$ cat src/rtl/rf_pkg.sv
// rf_pkg: shared constants and types for the multi-port register file
// with a pending-write scoreboard.
//   DW_DEF / DEPTH_DEF / NR_DEF / NW_DEF / CW_DEF : default geometry
//   ZERO_REG   : index of the hardwired-zero register
//   pend_cnt_t : pending-write counter at the default counter width
package rf_pkg;

  localparam int DW_DEF    = 32;
  localparam int DEPTH_DEF = 32;
  localparam int NR_DEF    = 2;
  localparam int NW_DEF    = 1;
  localparam int CW_DEF    = 2;

  localparam int unsigned ZERO_REG = 0;

  typedef logic [CW_DEF-1:0] pend_cnt_t;

endpackage

$ cat src/rtl/rf_sb_counter.sv
// rf_sb_counter: pending-write counter for one register.
//   clk, rst      : clock, asynchronous active-low reset
//   flush_i       : clear the counter on the next edge (beats inc/dec)
//   inc_i         : one allocation accepted this cycle
//   dec_i[NW]     : one release per write port this cycle
//   cnt_o[CW]     : registered counter value
// Increment and all decrements are summed into a single net change; the
// result saturates at 0 and at 2^CW-1.
module rf_sb_counter
  import rf_pkg::*;
#(
  parameter int CW = CW_DEF,
  parameter int NW = NW_DEF
) (
  input  logic          clk,
  input  logic          rst,
  input  logic          flush_i,
  input  logic          inc_i,
  input  logic [NW-1:0] dec_i,
  output logic [CW-1:0] cnt_o
);

  localparam int CNT_MAX = (1 << CW) - 1;

  logic [CW-1:0] cnt_q;
  logic [CW-1:0] cnt_d;
  int            ndec;
  int            net;
  logic          underflow;

  always_comb begin
    ndec = 0;
    for (int w = 0; w < NW; w++) begin
      ndec = ndec + (dec_i[w] ? 1 : 0);
    end
    net       = int'(cnt_q) + (inc_i ? 1 : 0) - ndec;
    underflow = (net < 0);
    if (flush_i)             cnt_d = '0;
    else if (net < 0)        cnt_d = '0;
    else if (net > CNT_MAX)  cnt_d = '1;
    else                     cnt_d = CW'(net);
  end

  always_ff @(posedge clk or negedge rst) begin
    if (!rst) cnt_q <= '0;
    else      cnt_q <= cnt_d;
  end

  // A release with nothing outstanding means issue/writeback bookkeeping
  // has gone wrong upstream; a flush legitimately discards that state.
  always_ff @(posedge clk) begin
    if (rst && !flush_i) begin
      assert (!underflow);
    end
  end

  assign cnt_o = cnt_q;

endmodule

$ cat src/rtl/rf_mp_sb.sv
// rf_mp_sb: NR-read / NW-write register file with per-register pending
// write scoreboard used by issue for RAW interlock.
//   clk, rst               : clock, asynchronous active-low reset
//   rd_addr/rd_data        : NR combinational read ports
//   rd_ready               : 1 = no pending write to the addressed register
//   wr_en/wr_addr/wr_data  : NW write ports, highest index wins on conflict
//   wr_rel                 : write also releases one scoreboard entry
//   alloc_en/alloc_addr    : issue allocates a pending write
//   alloc_stall            : allocation refused, counter saturated
//   flush                  : clear all pending counters
// Optional: define RF_MP_BYPASS_EN to forward same-cycle write data (and
// a same-cycle final release) to the read ports.
module rf_mp_sb
  import rf_pkg::*;
#(
  parameter int DW    = DW_DEF,
  parameter int DEPTH = DEPTH_DEF,
  parameter int AW    = $clog2(DEPTH),
  parameter int NR    = NR_DEF,
  parameter int NW    = NW_DEF,
  parameter int CW    = CW_DEF
) (
  input  logic             clk,
  input  logic             rst,
  input  logic [NR*AW-1:0] rd_addr,
  output logic [NR*DW-1:0] rd_data,
  output logic [NR-1:0]    rd_ready,
  input  logic [NW-1:0]    wr_en,
  input  logic [NW*AW-1:0] wr_addr,
  input  logic [NW*DW-1:0] wr_data,
  input  logic [NW-1:0]    wr_rel,
  input  logic             alloc_en,
  input  logic [AW-1:0]    alloc_addr,
  output logic             alloc_stall,
  input  logic             flush
);

  localparam logic [AW-1:0] ZERO_A = AW'(ZERO_REG);

  logic [DW-1:0]                mem_q [DEPTH];
  logic [DEPTH-1:0][CW-1:0]     cnt;
  logic [DEPTH-1:0][NW-1:0]     rel;
  logic [DEPTH-1:0]             inc;

  // Release vectors per register; register 0 never carries a counter.
  always_comb begin
    rel = '0;
    for (int i = 1; i < DEPTH; i++) begin
      for (int w = 0; w < NW; w++) begin
        rel[i][w] = wr_en[w] & wr_rel[w] & (wr_addr[w*AW +: AW] == AW'(i));
      end
    end
  end

  // A same-cycle release frees a slot, so a saturated counter can still
  // accept the allocation (net change 0).
  assign alloc_stall = alloc_en & (cnt[alloc_addr] == {CW{1'b1}}) & ~(|rel[alloc_addr]);

  always_comb begin
    inc = '0;
    for (int i = 1; i < DEPTH; i++) begin
      inc[i] = alloc_en & ~alloc_stall & (alloc_addr == AW'(i));
    end
  end

  assign cnt[0] = '0;

  for (genvar i = 1; i < DEPTH; i++) begin : g_cnt
    rf_sb_counter #(
      .CW (CW),
      .NW (NW)
    ) u_cnt (
      .clk     (clk),
      .rst     (rst),
      .flush_i (flush),
      .inc_i   (inc[i]),
      .dec_i   (rel[i]),
      .cnt_o   (cnt[i])
    );
  end

  // Later ports are visited last, so their non-blocking write lands last.
  always_ff @(posedge clk or negedge rst) begin
    if (!rst) begin
      for (int i = 0; i < DEPTH; i++) mem_q[i] <= '0;
    end else begin
      for (int w = 0; w < NW; w++) begin
        if (wr_en[w] && (wr_addr[w*AW +: AW] != ZERO_A)) begin
          mem_q[wr_addr[w*AW +: AW]] <= wr_data[w*DW +: DW];
        end
      end
    end
  end

`ifdef RF_MP_BYPASS_EN
  logic [NR-1:0] fwd_rel;
`endif

  always_comb begin
    rd_data  = '0;
    rd_ready = '0;
`ifdef RF_MP_BYPASS_EN
    fwd_rel  = '0;
`endif
    for (int k = 0; k < NR; k++) begin
      rd_data[k*DW +: DW] = (rd_addr[k*AW +: AW] == ZERO_A) ? '0 : mem_q[rd_addr[k*AW +: AW]];
      rd_ready[k]         = (cnt[rd_addr[k*AW +: AW]] == '0);
`ifdef RF_MP_BYPASS_EN
      // Forwarding is suppressed in reset so reads stay at zero.
      for (int w = 0; w < NW; w++) begin
        if (rst && wr_en[w] && (rd_addr[k*AW +: AW] != ZERO_A) &&
            (wr_addr[w*AW +: AW] == rd_addr[k*AW +: AW])) begin
          rd_data[k*DW +: DW] = wr_data[w*DW +: DW];
          fwd_rel[k]          = wr_rel[w];
        end
      end
      if (fwd_rel[k] && (cnt[rd_addr[k*AW +: AW]] == CW'(1))) rd_ready[k] = 1'b1;
`endif
    end
  end

endmodule

$ cat config.mk
export PLATFORM = sky130hd
export DESIGN_NAME = rf_mp_sb
export DESIGN_NICKNAME = d
export VERILOG_FILES = /design/src/rtl/rf_pkg.sv /design/src/rtl/rf_sb_counter.sv /design/src/rtl/rf_mp_sb.sv
export SDC_FILE = /design/constraint.sdc
export NUM_CORES = 2
export LEC_CHECK = 0
export BUFFER_PORTS_ARGS = -buffer_cell sky130_fd_sc_hd__buf_2
export CAP_MARGIN = 20
export CORE_MARGIN = 4
export CORE_UTILIZATION = 25
export CTS_CLUSTER_DIAMETER = 30
export DETAILED_ROUTE_END_ITERATION = 7
export PLACE_DENSITY = 0.44
export SLEW_MARGIN = 30
export SYNTH_ARGS = -nofsm -noshare
export SYNTH_HDL_FRONTEND = slang
export SYNTH_SLANG_ARGS = --single-unit
$ cat constraint.sdc
create_clock -name clk -period 3.15 [get_ports clk]
set_input_delay 0.315 -clock clk [delete_from_list [all_inputs] [get_ports clk]]
set_output_delay 0.315 -clock clk [all_outputs]
set_load 0.005 [all_outputs]
==> flow_summary.ini <==
[run_status]
outcome = finished clean

[cells_and_area]
syn_to_final_growth_pct = 27.9
layout_common_cells = 1082 x dfrtp_1, 963 x mux2_2, 655 x mux4_2
nFillCells = 23820
final_cells = 7815
drive_gt1_frac = 0.575
fin_area_sq_um = 78100
final_nets = 4602
final_common_cell = dfrtp_1
finish.utilization = 0.321

[detailed_routing]
vias_per_cell = 4.97
dr.pass1.iters = 5
finalWirelength_um = 212000
ant_nets = 0
dr_wl_met3_um = 10500
wl_per_cell_um = 27.1
initialDrtViolationCount = 2438
dr.max_layer_used = met5
routed-via-count = 38844
drc = 0
dr_wl_met2_um = 99500
met1_length_um = 96600

[synth]
yosysWarnings = 0
syn_area_sq_um = 61000
async_flop_share = 1.00
yosysSeqAreaShare = 0.445
syn_inst = 4073
syn_nets = 4286
synth_flop_cell = dfrtp_1
yosysUniqueCellTypes = 59
synth_edf_count = 0
synth_seq_cells = 1086
syn_avg_cell_area_sq_um = 15.0

[clock_network]
clk_latency_ns = 0.84
clockBufferDepth = 4
htree_levels = 5
numCtsBuffers = 303
tritoncts = built
cts.sinks = 1086
root_buffer = clkbuf_16
path_clk_slew_ns = 0.04

[global_route]
grt_pass1_wl_um = 307000
overflow = 0
track_usage = 0.167
antenna_found_initial = 20
grt_pass1_vias = 41841
grt_max_degree = 96

[floorplan]
chipWidth_um = 502
start_util = 0.251
core-area_sq_um = 243000
die_h_um = 502
die-area_sq_um = 252000
rows = 181
boundaryPins = 125

[sta]
finalSetupViolCount = 0
finalCritPeriodShare = 0.971
final-max-slew-violation-count = 0
max_freq_ghz = 0.327
max-slew-margin-rel = 0.343
rsz0062_at_grt = true
fin_skew_ns = 0.0359
fin_crit_ns = 3.06
hold_viol_final = 0
max_slew.worst_pin.slew_ns = 0.986

[worst_setup_path]
crit_required_ns = 2.83
cpPeakStageDelay_ns = 0.49
ff2ff_path_depth = 14
worst-setup-path-type = reg2out
start_kind = flip-flop
r2r_start = g_cnt[6].u_cnt.cnt_o[1]$_DFF_PN0_
rrSetupSlack_ns = 0.12
worstPathMaxFanout = 3
cp_data_arrival_time_ns = 2.74
crit_chain = mux4_2, mux4_2, nand2_1, o21ai_1, buf_2
cpMostUsedCell = mux4_2
end_kind = primary output
crit_slowest_cell = mux4_2
crit_start = mem_q[367]$_DFFE_PN0P_

[place]
dp_cells = 7275
dp_hpwl_um = 126000
numPortBuffers = 124
post_dp_cell_area_sq_um = 67600
gp_congestion = 0.806

[min_path]
holdPathStages = 2
worstHoldPathType = in2reg
holdCritStartpoint = wr_data[14]

[power]
pwr-share-seq = 0.313
power_frac_clock = 0.516
powerDensity_nw_per_um2 = 764
p_leak_nw = 33.5
switching_share = 0.254
netSwitchingPower_w = 0.0152
power_frac_comb = 0.171
p_int_w = 0.0445
ir_worst_vdd_v = 0.000558

[job]
drv_cap = 0
cells by family after synthesis:
| family | after synthesis | share of synthesized area |
|---|---|---|
| AO/OA/AOI/OAI | 219 | 0.0223 |
| multiplexers | 1660 | 0.429 |
| flip-flops | 1086 | 0.445 |
| adder cells (fa/ha/maj) | 155 | 0.0356 |
| buffers and inverters | 643 | 0.0442 |
| AND/OR/NAND/NOR | 306 | 0.0233 |
| XOR/XNOR | 4 | 0.000574 |
layout make-up:
cell class | instances | area (sq um) | area share
clock buffers | 389 | 8560 | 0.110
diodes | 6 | 15.0 | 0.000192
clock inverters | 134 | 1670 | 0.0213
flip-flops and latches | 1086 | 27200 | 0.348
multi-input cells | 2344 | 31600 | 0.404
well taps | 3202 | 4010 | 0.0513
repair buffers | 427 | 4230 | 0.0542
inverters | 227 | 857 | 0.0110
per-stage QoR:
| stage | hold WS, ns | total power [W] | worst slack (ns) | TNS, ns |
|---|---|---|---|---|
| after global routing | 0.0358 | 0.0623 | -0.0314 | -0.119 |
| after CTS | 0.000375 | 0.0604 | 0.00239 | 0 |
| after global placement | 0.335 | 0.0288 | -0.195 | -4.93 |
| after floorplan | 0.0194 | 0.0254 | 0.00485 | 0 |
| after detailed placement | 0.325 | 0.0291 | -0.244 | -10.22 |
| final | 0.0689 | 0.0597 | 0.0923 | 0 |
final timing paths:
| kind | end |
|---|---|
| min | mem_q[718]$_DFFE_PN0P_ |
| max reg2reg | g_cnt[7].u_cnt.cnt_o[1]$_DFF_PN0_ |
| max | rd_data[15] |
| max in group asynchronous | g_cnt[10].u_cnt.cnt_o[1]$_DFF_PN0_ |
| min in group asynchronous | mem_q[488]$_DFFE_PN0P_ |
| min reg2reg | mem_q[997]$_DFFE_PN0P_ |
cells in the mapped netlist, drive strengths merged (2+ instances only):
master / instances / area share
a31oi: 3 / 0.00031
nor3: 20 / 0.0016
mux2i: 8 / 0.0013
clkbuf: 214 / 0.013
inv: 226 / 0.014
o32a: 2 / 0.00033
nand2: 91 / 0.0056
buf: 202 / 0.017
fa: 31 / 0.010
or3: 5 / 0.00051
a32oi: 3 / 0.00043
nand4: 13 / 0.0013
o311a: 2 / 0.00033
dfrtp: 1086 / 0.45
o21a: 62 / 0.0076
nor2b: 7 / 0.00072
nand3b: 4 / 0.00049
nor3b: 3 / 0.00037
nand3: 17 / 0.0014
a21oi: 38 / 0.0031
and2: 5 / 0.00051
nor4: 6 / 0.00061
nand2b: 35 / 0.0036
a2111oi: 3 / 0.00043
ha: 124 / 0.025
nor2: 94 / 0.0058
o2111ai: 2 / 0.00039
o21ai: 86 / 0.0071
mux4: 655 / 0.24
o22ai: 2 / 0.00020
a211oi: 4 / 0.00049
mux2: 997 / 0.19
o211ai: 3 / 0.00037
xor2: 2 / 0.00029
o41ai: 2 / 0.00029
xnor2: 2 / 0.00029
registers in the layout (all words and copies together) (netlist names):
| signal | count |
|---|---|
| g_cnt.u_cnt.cnt_o | 62 |
| mem_q | 1024 |
power by group through the flow:
stage          Clock, W  Sequential (W)  Combinational, W
2_1_floorplan         0          0.0181           0.00732
3_3_place_gp          0          0.0187            0.0100
3_5_place_dp          0          0.0188            0.0102
4_1_cts          0.0314          0.0187            0.0103
5_1_grt          0.0322          0.0191            0.0111
6_report         0.0308          0.0187            0.0102
routing by layer:
layer | global-route usage | up-vias
met5 | 0 | -
met4 | 0.0428 | 8
met3 | 0.0336 | 370
met2 | 0.268 | 1009
met1 | 0.231 | 21297
li1 | - | 16160
worst max-delay path: cells and delay by family (launching register included):
family	cells	cell delay (ns)
simple gates	1	0.09
buf+inv	1	0.23
compound gates	1	0.22
mux	2	0.96
flops	1	0.39
what timing repair did:
action,CTS,global route
cloned,0,1
setup endpoints to repair,11,62
hold buffers,4,0
setup buffers,3,3
pin swaps,2,18
gates resized for setup,19,49
endpoints found under the hold margin,330,0
No activity file was read; power rests on OpenSTA's default activity.
